===== config.mk =====
export PLATFORM = sky130hd
export DESIGN_NAME = p405s_ifbtracepost_flat
export DESIGN_NICKNAME = d
export VERILOG_FILES = /design/src/rtl/p405s_ifbtracepost_pkg.sv /design/src/rtl/p405s_ifbtracepost_if.sv /design/src/rtl/p405s_ifbtracepost_queue.sv /design/src/rtl/p405s_ifbtracepost.sv /design/src/flat_wrapper.sv
export SDC_FILE = /design/constraint.sdc
export NUM_CORES = 1
export LEC_CHECK = 0
export ABC_AREA = 1
export CORE_MARGIN = 10
export CORE_UTILIZATION = 54
export DETAILED_ROUTE_END_ITERATION = 8
export PLACE_DENSITY = 0.79
export SYNTH_ARGS = -nofsm -noshare
export SYNTH_HDL_FRONTEND = slang
export SYNTH_SLANG_ARGS = --single-unit

===== constraint.sdc =====
create_clock -name CB -period 3.23 [get_ports CB]
set_input_delay 0.646 -clock CB [delete_from_list [all_inputs] [get_ports CB]]
set_output_delay 0.646 -clock CB [all_outputs]
set_load 0.02 [all_outputs]

===== src/rtl/p405s_ifbtracepost_pkg.sv =====
// Shared trace-posting types: entry layout, type codes and FSM states.
package p405s_ifbtracepost_pkg;

  localparam int unsigned ENTRY_W = 32;
  localparam int unsigned ADDR_W  = 30;

  localparam logic [1:0] TRC_T_BR   = 2'b01;
  localparam logic [1:0] TRC_T_EXC  = 2'b10;
  localparam logic [1:0] TRC_T_SYNC = 2'b11;

  typedef enum logic [1:0] {
    IDLE,
    RUN,
    DRAIN,
    STOPPED
  } trc_state_e;

  typedef struct packed {
    logic [1:0]        ttype;
    logic [ADDR_W-1:0] addr;
  } trc_entry_t;

  // Type 00 is not a trace event and is dropped at capture.
  function automatic logic is_legal_type(input logic [1:0] t);
    return t != 2'b00;
  endfunction

endpackage


===== src/rtl/p405s_ifbtracepost_if.sv =====
// Completion / trace-unit signal bundle for the trace posting stage.
interface p405s_ifbtracepost_if;

  logic        ICU_traceEnable;
  logic        XXX_traceDisable;
  logic        DBG_stopReq;
  logic        JTG_stopReq;
  logic        CMP_valid;
  logic [1:0]  CMP_type;
  logic [29:0] CMP_addr;
  logic [1:0]  CMP_es;
  logic        TRC_fifoFull;
  logic        TRC_fifoOneEntryFree;
  logic        TRC_se;
  logic        IFB_postEntry;
  logic [29:0] IFB_traceData;
  logic [1:0]  IFB_traceType;
  logic [1:0]  IFB_traceESL2;
  logic        IFB_seIdleSt;
  logic        IFB_stopAck;
  logic        IFB_holdReq;

  modport master (
    output ICU_traceEnable, XXX_traceDisable, DBG_stopReq, JTG_stopReq,
           CMP_valid, CMP_type, CMP_addr, CMP_es,
           TRC_fifoFull, TRC_fifoOneEntryFree, TRC_se,
    input  IFB_postEntry, IFB_traceData, IFB_traceType, IFB_traceESL2,
           IFB_seIdleSt, IFB_stopAck, IFB_holdReq
  );

  modport slave (
    input  ICU_traceEnable, XXX_traceDisable, DBG_stopReq, JTG_stopReq,
           CMP_valid, CMP_type, CMP_addr, CMP_es,
           TRC_fifoFull, TRC_fifoOneEntryFree, TRC_se,
    output IFB_postEntry, IFB_traceData, IFB_traceType, IFB_traceESL2,
           IFB_seIdleSt, IFB_stopAck, IFB_holdReq
  );

endinterface


===== src/rtl/p405s_ifbtracepost_queue.sv =====
// Two-entry trace entry FIFO with 1-bit wrapping pointers and synchronous clear.
module p405s_ifbtracepost_queue
  import p405s_ifbtracepost_pkg::*;
(
  input  logic               clk,
  input  logic               rst,
  input  logic               i_push,
  input  logic               i_pop,
  input  logic               i_clear,
  input  logic [ENTRY_W-1:0] i_data,
  output logic [1:0]         o_count,
  output logic [ENTRY_W-1:0] o_head,
  output logic [ENTRY_W-1:0] o_next
);

  logic [ENTRY_W-1:0] r_mem [2];
  logic               r_wr;
  logic               r_rd;
  logic [1:0]         r_count;

  // Pointer and occupancy tracking; push+pop together leaves count unchanged.
  always_ff @(posedge clk) begin
    if (rst || i_clear) begin
      r_wr    <= 1'b0;
      r_rd    <= 1'b0;
      r_count <= '0;
    end else begin
      if (i_push) r_wr <= ~r_wr;
      if (i_pop)  r_rd <= ~r_rd;
      if (i_push && !i_pop)      r_count <= r_count + 2'd1;
      else if (!i_push && i_pop) r_count <= r_count - 2'd1;
    end
  end

  // Storage write; a push while full and popping reuses the slot being read out.
  always_ff @(posedge clk) begin
    if (i_push && !i_clear) r_mem[r_wr] <= i_data;
  end

  assign o_count = r_count;
  assign o_head  = r_mem[r_rd];
  assign o_next  = r_mem[~r_rd];

endmodule


===== src/rtl/p405s_ifbtracepost.sv =====
// Trace-entry posting stage: captures completion/sync events, queues them and
// posts to the trace FIFO under full / one-free backpressure.
module p405s_ifbtracepost
  import p405s_ifbtracepost_pkg::*;
#(
  parameter int unsigned QDEPTH = 2
) (
  input  logic                CB,
  input  logic                coreReset,
  p405s_ifbtracepost_if.slave bus
);

  localparam logic [1:0] FULL_CNT = 2'(QDEPTH);

  trc_state_e  r_state;
  trc_state_e  w_nextState;
  logic        r_sePend;
  logic        r_post;
  logic [29:0] r_data;
  logic [1:0]  r_type;
  logic [1:0]  r_esl2;
  logic [29:0] r_lastAddr;

  logic        w_trcOn;
  logic        w_stopReq;
  logic        w_active;
  logic        w_pop;
  logic        w_room;
  logic        w_cmpPush;
  logic        w_syncPush;
  logic        w_hasSync;
  logic [1:0]  w_count;
  trc_entry_t  w_head;
  trc_entry_t  w_next;
  trc_entry_t  w_pushEntry;

  p405s_ifbtracepost_queue u_queue (
    .clk     (CB),
    .rst     (coreReset),
    .i_push  (w_cmpPush | w_syncPush),
    .i_pop   (w_pop),
    .i_clear (~w_active),
    .i_data  (w_pushEntry),
    .o_count (w_count),
    .o_head  (w_head),
    .o_next  (w_next)
  );

  // Queue control: completion entry wins the single push port over a pending sync.
  always_comb begin
    w_trcOn     = bus.ICU_traceEnable & ~bus.XXX_traceDisable;
    w_stopReq   = bus.DBG_stopReq | bus.JTG_stopReq;
    w_active    = w_trcOn & (r_state != IDLE);
    w_pop       = w_active & (w_count != 2'd0) & ~bus.TRC_fifoFull &
                  ~(r_post & bus.TRC_fifoOneEntryFree);
    w_room      = (w_count != FULL_CNT) | w_pop;
    w_cmpPush   = w_active & bus.CMP_valid & is_legal_type(bus.CMP_type) & w_room;
    w_syncPush  = w_active & r_sePend & ~w_cmpPush & w_room;
    w_pushEntry = w_cmpPush ? trc_entry_t'{ttype: bus.CMP_type, addr: bus.CMP_addr}
                            : trc_entry_t'{ttype: TRC_T_SYNC, addr: r_lastAddr};
    w_hasSync   = ((w_count != 2'd0) && (w_head.ttype == TRC_T_SYNC)) ||
                  ((w_count == 2'd2) && (w_next.ttype == TRC_T_SYNC));
  end

  // Next-state logic; losing trace enable overrides every state.
  always_comb begin
    w_nextState = r_state;
    if (!w_trcOn) begin
      w_nextState = IDLE;
    end else begin
      unique case (r_state)
        IDLE:    w_nextState = RUN;
        RUN:     if (w_stopReq) w_nextState = DRAIN;
        DRAIN:   if ((w_count == 2'd0) && !r_sePend && !r_post) w_nextState = STOPPED;
        STOPPED: if (!w_stopReq) w_nextState = RUN;
        default: w_nextState = IDLE;
      endcase
    end
  end

  // State register.
  always_ff @(posedge CB) begin
    if (coreReset) r_state <= IDLE;
    else           r_state <= w_nextState;
  end

  // Registered post strobe/payload, execution status, sync request and last address.
  always_ff @(posedge CB) begin
    if (coreReset) begin
      r_post     <= 1'b0;
      r_data     <= '0;
      r_type     <= '0;
      r_esl2     <= '0;
      r_sePend   <= 1'b0;
      r_lastAddr <= '0;
    end else begin
      r_post <= w_pop;
      if (w_pop) begin
        r_data <= w_head.addr;
        r_type <= w_head.ttype;
      end
      r_esl2   <= w_trcOn ? bus.CMP_es : 2'b00;
      r_sePend <= w_active & ((r_sePend & ~w_syncPush) | bus.TRC_se);
      if (w_cmpPush) r_lastAddr <= bus.CMP_addr;
    end
  end

  assign bus.IFB_postEntry = r_post;
  assign bus.IFB_traceData = r_data;
  assign bus.IFB_traceType = r_type;
  assign bus.IFB_traceESL2 = r_esl2;
  assign bus.IFB_seIdleSt  = ~r_sePend & ~w_hasSync;
  assign bus.IFB_stopAck   = (r_state == STOPPED);
  assign bus.IFB_holdReq   = (w_count == FULL_CNT) || (r_state == DRAIN) || (r_state == STOPPED);

endmodule


===== src/flat_wrapper.sv =====
// flat-port wrapper written by rule: the top's interface ports become plain ports
module p405s_ifbtracepost_flat import p405s_ifbtracepost_pkg::*;
#(
  parameter int unsigned QDEPTH = 2
)
  (CB, coreReset, bus_ICU_traceEnable, bus_XXX_traceDisable, bus_DBG_stopReq, bus_JTG_stopReq, bus_CMP_valid, bus_CMP_type, bus_CMP_addr, bus_CMP_es, bus_TRC_fifoFull, bus_TRC_fifoOneEntryFree, bus_TRC_se, bus_IFB_postEntry, bus_IFB_traceData, bus_IFB_traceType, bus_IFB_traceESL2, bus_IFB_seIdleSt, bus_IFB_stopAck, bus_IFB_holdReq);
  p405s_ifbtracepost_if bus_i ();
  input  logic CB;
  input  logic coreReset;
  input wire logic [$bits(bus_i.ICU_traceEnable)-1:0] bus_ICU_traceEnable;
  input wire logic [$bits(bus_i.XXX_traceDisable)-1:0] bus_XXX_traceDisable;
  input wire logic [$bits(bus_i.DBG_stopReq)-1:0] bus_DBG_stopReq;
  input wire logic [$bits(bus_i.JTG_stopReq)-1:0] bus_JTG_stopReq;
  input wire logic [$bits(bus_i.CMP_valid)-1:0] bus_CMP_valid;
  input wire logic [$bits(bus_i.CMP_type)-1:0] bus_CMP_type;
  input wire logic [$bits(bus_i.CMP_addr)-1:0] bus_CMP_addr;
  input wire logic [$bits(bus_i.CMP_es)-1:0] bus_CMP_es;
  input wire logic [$bits(bus_i.TRC_fifoFull)-1:0] bus_TRC_fifoFull;
  input wire logic [$bits(bus_i.TRC_fifoOneEntryFree)-1:0] bus_TRC_fifoOneEntryFree;
  input wire logic [$bits(bus_i.TRC_se)-1:0] bus_TRC_se;
  output wire logic [$bits(bus_i.IFB_postEntry)-1:0] bus_IFB_postEntry;
  output wire logic [$bits(bus_i.IFB_traceData)-1:0] bus_IFB_traceData;
  output wire logic [$bits(bus_i.IFB_traceType)-1:0] bus_IFB_traceType;
  output wire logic [$bits(bus_i.IFB_traceESL2)-1:0] bus_IFB_traceESL2;
  output wire logic [$bits(bus_i.IFB_seIdleSt)-1:0] bus_IFB_seIdleSt;
  output wire logic [$bits(bus_i.IFB_stopAck)-1:0] bus_IFB_stopAck;
  output wire logic [$bits(bus_i.IFB_holdReq)-1:0] bus_IFB_holdReq;
  assign bus_i.ICU_traceEnable = bus_ICU_traceEnable;
  assign bus_i.XXX_traceDisable = bus_XXX_traceDisable;
  assign bus_i.DBG_stopReq = bus_DBG_stopReq;
  assign bus_i.JTG_stopReq = bus_JTG_stopReq;
  assign bus_i.CMP_valid = bus_CMP_valid;
  assign bus_i.CMP_type = bus_CMP_type;
  assign bus_i.CMP_addr = bus_CMP_addr;
  assign bus_i.CMP_es = bus_CMP_es;
  assign bus_i.TRC_fifoFull = bus_TRC_fifoFull;
  assign bus_i.TRC_fifoOneEntryFree = bus_TRC_fifoOneEntryFree;
  assign bus_i.TRC_se = bus_TRC_se;
  assign bus_IFB_postEntry = bus_i.IFB_postEntry;
  assign bus_IFB_traceData = bus_i.IFB_traceData;
  assign bus_IFB_traceType = bus_i.IFB_traceType;
  assign bus_IFB_traceESL2 = bus_i.IFB_traceESL2;
  assign bus_IFB_seIdleSt = bus_i.IFB_seIdleSt;
  assign bus_IFB_stopAck = bus_i.IFB_stopAck;
  assign bus_IFB_holdReq = bus_i.IFB_holdReq;
  p405s_ifbtracepost #(.QDEPTH(QDEPTH)) u_core (.CB(CB), .coreReset(coreReset), .bus(bus_i));
endmodule

* Word level (Yosys, flattened, before mapping)
Memory sizes are Yosys's and may differ from the RTL's. A register that Yosys moved wholly into a read port is not among the register bits.
Index checks and enable logic that the tools add are counted.
** Operators by class
- $add $sub $neg :: 2
- Eq/ne operators :: 10
- Mux-type cells :: 11
- Bitwise gates (word level) :: 30
- Reductions and logical operators :: 23
** Operator list (count)
- $mux 32 :: 1
- $and 1x1->1 :: 15
- $not 1->1 :: 11
- $eq 2x2->1 const B :: 5
- $mux 2 :: 5
- $pmux 2 s4 :: 1
- $reduce_bool 2->1 :: 4
- $logic_and 1x1->1 :: 7
- $logic_not 1->1 :: 4
- $logic_not 2->1 :: 2
- $logic_or 1x1->1 :: 4
- $mux 1 :: 4
- $ne 2x1->1 const B :: 2
- $ne 2x2->1 const B :: 2
- $or 1x1->1 :: 4
- $reduce_and 3->1 :: 1
- $add 2x1->2 const B :: 1
- $eq 2x1->1 const B :: 1
- $reduce_or 2->1 :: 1
- $sub 2x1->2 const B :: 1
** Word-level totals
- Register bits :: 72
- Bits in writable memories :: 64
- Bits of input ports :: 44
- Output and inout bits :: 38
- Logic and storage cells :: 87
- Memories :: 1
** Memory list
- u_core.u_queue.r_mem :: words 2, width 32, rd ports 2, clocked after Yosys merged registers in 1, wr ports 1, RTL line p405s_ifbtracepost_queue.sv:16 : logic [ENTRY_W-1:0] r_mem [2];

* Depth between registers and ports, before layout
- Word-level depth :: 16
- Gate-level depth with buffers :: 12
- Depth with buffers taken out :: 12

* Modules after synthesis
Synthesis repeated with hierarchy kept, for this count alone.
** Unflattened totals
- Cells, all modules :: 696
- Area total of the unflattened synthesis :: 5919.4 um^2
** Modules (own cells, without submodules)
- p405s_ifbtracepost :: times used 1, cells each 427, area each 3004.1 um^2
- p405s_ifbtracepost_queue :: times used 1, cells each 269, area each 2915.3 um^2

* Worst setup path before layout
Ideal clock, no wire load.
- Kind :: input port to flip-flop
- Start point :: in bus_XXX_traceDisable
- End point :: mem u_core.u_queue.r_mem[1][0] (enable)
- Arrival time :: 2.581 ns
- Path slack :: 0.227 ns
- Cell stages on the path :: 7
- Path through :: inv_1 > nand2_2 > nor2_2 > nand3_4 > nand2_4 > o21ai_0 > nor2_1
** On the way
- Word-level cells in the longest chain between the ends :: 15
- Elaborated cells on any way between the ends :: 18
- Classes of those cells :: 2 x mux; 15 x bitwise; 1 x reduce/logical
** Ends and longest elaborated chain
- from (decl) :: RTL line flat_wrapper.sv:11 : input wire logic [$bits(bus_i.XXX_traceDisable)-1:0] bus_XXX_traceDisable;
- $not 1->1 * :: RTL line p405s_ifbtracepost.sv:51 : w_trcOn = bus.ICU_traceEnable & ~bus.XXX_traceDisable;
- $and 1x1->1 * :: RTL line p405s_ifbtracepost.sv:51
- $and 1x1->1 * :: RTL line p405s_ifbtracepost.sv:53 : w_active = w_trcOn & (r_state != IDLE);
- $and 1x1->1 (3 in series) :: RTL line p405s_ifbtracepost.sv:54 : w_pop = w_active & (w_count != 2'd0) & ~bus.TRC_fifoFull &
- $or 1x1->1 :: RTL line p405s_ifbtracepost.sv:56 : w_room = (w_count != FULL_CNT) | w_pop;
- $and 1x1->1 :: RTL line p405s_ifbtracepost.sv:57 : w_cmpPush = w_active & bus.CMP_valid & is_legal_type(bus.CMP_type) & w_room;
- $not 1->1 :: RTL line p405s_ifbtracepost.sv:58 : w_syncPush = w_active & r_sePend & ~w_cmpPush & w_room;
- $and 1x1->1 (2 in series) :: RTL line p405s_ifbtracepost.sv:58
- $or 1x1->1 :: RTL line p405s_ifbtracepost.sv:40 : .i_push (w_cmpPush | w_syncPush),
- $logic_and 1x1->1 * :: RTL line p405s_ifbtracepost_queue.sv:37 : if (i_push && !i_clear) r_mem[r_wr] <= i_data;
- $mux 1 * :: RTL line p405s_ifbtracepost_queue.sv:37
- $mux 1 (not written as such) * :: RTL line p405s_ifbtracepost_queue.sv:37
- to (decl) :: RTL line p405s_ifbtracepost_queue.sv:16
Mark *: on every way between the ends. The rest lies on a longest branch, timed or not.

==> metrics.md <==
| Metric | Value |
|---|---|
| Final Hold Fails | 0 |
| Ratio of cells with drive above 1 in the final layout | 20.7% |
| Core area | 0.00977 sq mm |
| Final Cycle Share | 93.6% |
| Root Buffer | clkbuf_8 |
| Post-Place Setup Slack | 324 ps |
| Post-Synth XOR/XNOR Area | 0.162% |
| Cell variety after synth | 31 |
| Final Setup Violations | 0 |
| Routed WL | 11300 um |
| Max rail drop VDD | 353 uV |
| Post-Synthesis Cell Area | 0.00541 sq mm |
| Worst EP arrival | 2380 ps |
| Max-cap viol count | 0 |
| Final ANT Viol Nets | 0 |
| Reg2reg start | u_core.r_state[0] |
| Layout Nets | 620 |
| CTS tree | built |
| Outcome | finished clean |
| Avg WL per Cell | 15.8 um |
| Rel. slew slack | 42.5% |
| Number of synthesis warnings | 0 |
| Antenna violations before repair | 0 |
| CTS H-tree depth | 4 |
| Int Pwr | 3.05 mW |
| Fmax | 331 MHz |
| Worst EP required | 2580 ps |
| Clk pwr share | 49.7% |
| Initial Utilization | 55.4% |
| Final Max Slew Viols | 0 |
| Reg2Reg Setup Slack | 780 ps |
| Vias in the first global route | 3774 |
| Die Y | 120 um |
| CP Launch Type | register |
| Simple logic cell fraction of the synthesized area | 9.25% |
| Grt ovf | 0 |
| Initial DRC count | 211 |
| Power density over the cells | 557 mW/mm^2 |
| Hold path startpoint | u_core.u_queue.r_wr |
| Commonest non-fill, non-tap cell in the layout | clkdlybuf4s50_1 |
| Final instance area | 0.00689 sq mm |
| Area contributors post-synth | edfxtp_1 (36%), dfxtp_1 (27%), mux2i_1 (5.7%) |
| Final worst slack | 206 ps |
| Routed vias | 3528 |
| Clock Pin Slew Worst Setup and Hold Paths | 60 ps |
| Power share of the combinational group | 3.0% |
| Placement Cell Area | 0.00630 sq mm |
| Setup TNS | 0 ps |
| Ant. Diodes | 0 |
| Hold crit path type | register to register |
| Critical path endpoint category | output pin |
| Leading area contributor after synthesis | edfxtp_1 |
| Num rows | 36 |
| Router iterations before antenna repair | 4 |
| First-pass GRT wire length | 18300 um |
| Unrepaired setup endpoints after global routing | no |
| Skew final | 7.20 ps |
| Sw frac | 20.5% |
| Vias/cell | 4.92 |
| Post-synthesis sequential element count | 137 |
| Hpwl dp | 7290 um |
| Port bufs | 81 |
| FF-to-FF End | u_core.u_queue.o_count[1] |
| Post-Synth Adder-Cell Area | 1.16% |
| # IOs | 82 |
| DRC | 0 |
| Post-route minimum period | 3020 ps |
| Mux cell area share after synthesis | 5.73% |
| Synthesized area per cell | 11.1 sq um |
| Die X | 120 um |
| Die Area | 0.0144 sq mm |
| Hold path cells | 2 |
| Sequential share of power | 47.3% |
| Crit path max-delay cell type | clkdlybuf4s50_1 |
| WS Path Type | register to output pin |
| Crit Path Max Fanout | 17 |
| CP cell instances | mux2i_1 -> nor2_1 -> a211oi_1 -> clkdlybuf4s50_1 |
| CP max stage delay | 660 ps |
| Largest family of logic cells by synthesized area | compound AO/OA/AOI/OAI gates |
| Num CTS Buffers | 17 |
| Most frequent cells in the layout | clkdlybuf4s50_1 (80), dfxtp_1 (72), edfxtp_1 (64) |
| NetSw | 787 uW |
| Worst skew pair latency | 520 ps |
| Yosys top cell area share | 35.5% |
| Largest net degree at the start of global routing | 39 |
| Slew @ Worst Pin | 862 ps |
| Area growth syn-to-layout | 27.4% |
| Mapped Cells | 489 |
| Seq/Total Area, Yosys | 62.5% |
| Worst r2r path cells | 12 |
| Post-Synthesis Net Count | 538 |
| Worst Hold Path EP | u_core.u_queue.r_wr |
| Global placement routability congestion | 0.770 |
| Max clock buf depth | 2 |
| Leak | 2.75 nW |
| Clock tree sinks | 137 |
| Synth Area in Compound Gates | 12.6% |
| Gr usage total | 16.2% |
[worst max path at each step]
stage / endpoint / start
floorplan: u_core.u_queue.r_mem[1][0] / bus_XXX_traceDisable
global placement: u_core.u_queue.o_count[1] / bus_CMP_type[1]
detailed placement: u_core.u_queue.o_count[1] / bus_CMP_type[1]
CTS: bus_IFB_seIdleSt / register
global route: bus_IFB_seIdleSt / register
finish: bus_IFB_seIdleSt / register
[layout make-up]
type                            instances  area, sq um
Fill cell                             721         2880
Timing Repair Buffer                   87          876
Tap cell                              133          166
Multi-Input combinational cell        248         1570
Inverter                               80          300
Clock buffer                           18          418
Clock inverter                         14          175
Sequential cell                       137         3390
[cell usage after synthesis]
cell / number
a211oi_1: 1
a211oi_2: 2
a21oi_1: 39
a21oi_2: 1
buf_1: 1
buf_2: 8
buf_4: 1
buf_6: 8
clkbuf_1: 6
clkinv_1: 1
dfxtp_1: 73
edfxtp_1: 64
ha_1: 5
inv_1: 63
inv_2: 16
mux2i_1: 31
nand2_1: 32
nand2_2: 13
nand2_4: 2
nand3_1: 6
nand3_4: 1
nor2_1: 26
nor2_2: 18
o211ai_1: 1
o21ai_0: 35
o21ai_1: 2
o21ai_2: 28
o31ai_1: 1
or2_1: 2
or2_2: 1
xor2_1: 1
[state kept, by name, indices dropped and copies added (netlist names), named ones only]
register / count
u_core.r_lastAddr: 30
u_core.r_sePend: 1
u_core.bus.IFB_postEntry: 1
u_core.u_queue.r_wr: 1
u_core.u_queue.o_count: 2
u_core.bus.IFB_traceType: 2
u_core.u_queue.r_rd: 1
u_core.bus.IFB_traceData: 30
u_core.r_state: 2
u_core.u_queue.r_mem: 64
u_core.bus.IFB_traceESL2: 2
[metal layers]
metal	wire, um	GRT usage [%]	vias to the layer above	part of all wire [%]
li1	-	-	1775	-
met2	6180	29.5	90	54
met4	140	5.73	0	1.2
met1	4330	16.7	1648	38
met5	0	0	-	0
met3	693	5.77	15	6.1
[through the flow]
stage | hold WS (ps) | utilization [%] | total power, mW | cells
2_1_floorplan | 441 | - | 1.90 | 489
3_3_place_gp | 451 | 64.4 | 1.96 | 685
3_5_place_dp | 463 | 64.4 | 1.97 | 685
4_1_cts | 471 | 70.5 | 3.87 | 717
5_1_grt | 502 | 70.5 | 3.96 | 717
6_report | 479 | 70.5 | 3.84 | 717
[power by group through the flow]
| stage | clock network (mW) | registers, mW | logic (mW) |
|---|---|---|---|
| 6_report | 1.91 | 1.81 | 0.117 |
| 5_1_grt | 2.02 | 1.81 | 0.127 |
| 4_1_cts | 1.93 | 1.81 | 0.118 |
| 3_5_place_dp | 0 | 1.85 | 0.116 |
| 3_3_place_gp | 0 | 1.85 | 0.112 |
| 2_1_floorplan | 0 | 1.85 | 0.0449 |
[critical path: cells and delay by family, from the launching register on]
family / cells / cell delay, ps
muxes: 1 / 340
AOI/OAI and AO/OA: 1 / 240
and+or+nand+nor: 1 / 80
DFF: 1 / 530
buffers and inverters: 1 / 660
[logic make-up (layout without fill, tap and decap cells)]
kind of cell / Yosys count / count (layout)
adder cells (fa/ha/maj): 5 / 5
buffers and inverters: 104 / 199
AND/OR/NAND/NOR: 101 / 101
AO/OA/AOI/OAI: 110 / 110
flip-flops: 137 / 137
XOR/XNOR: 1 / 1
multiplexers: 31 / 31
[timing repair]
action                                  4_1_cts  5_1_grt
buffers inserted                              0        0
hold buffers                                  0        0
endpoints found under the setup margin        0        1
resized for setup                             0        1
Note: power is estimated with default switching activity, not from simulation.
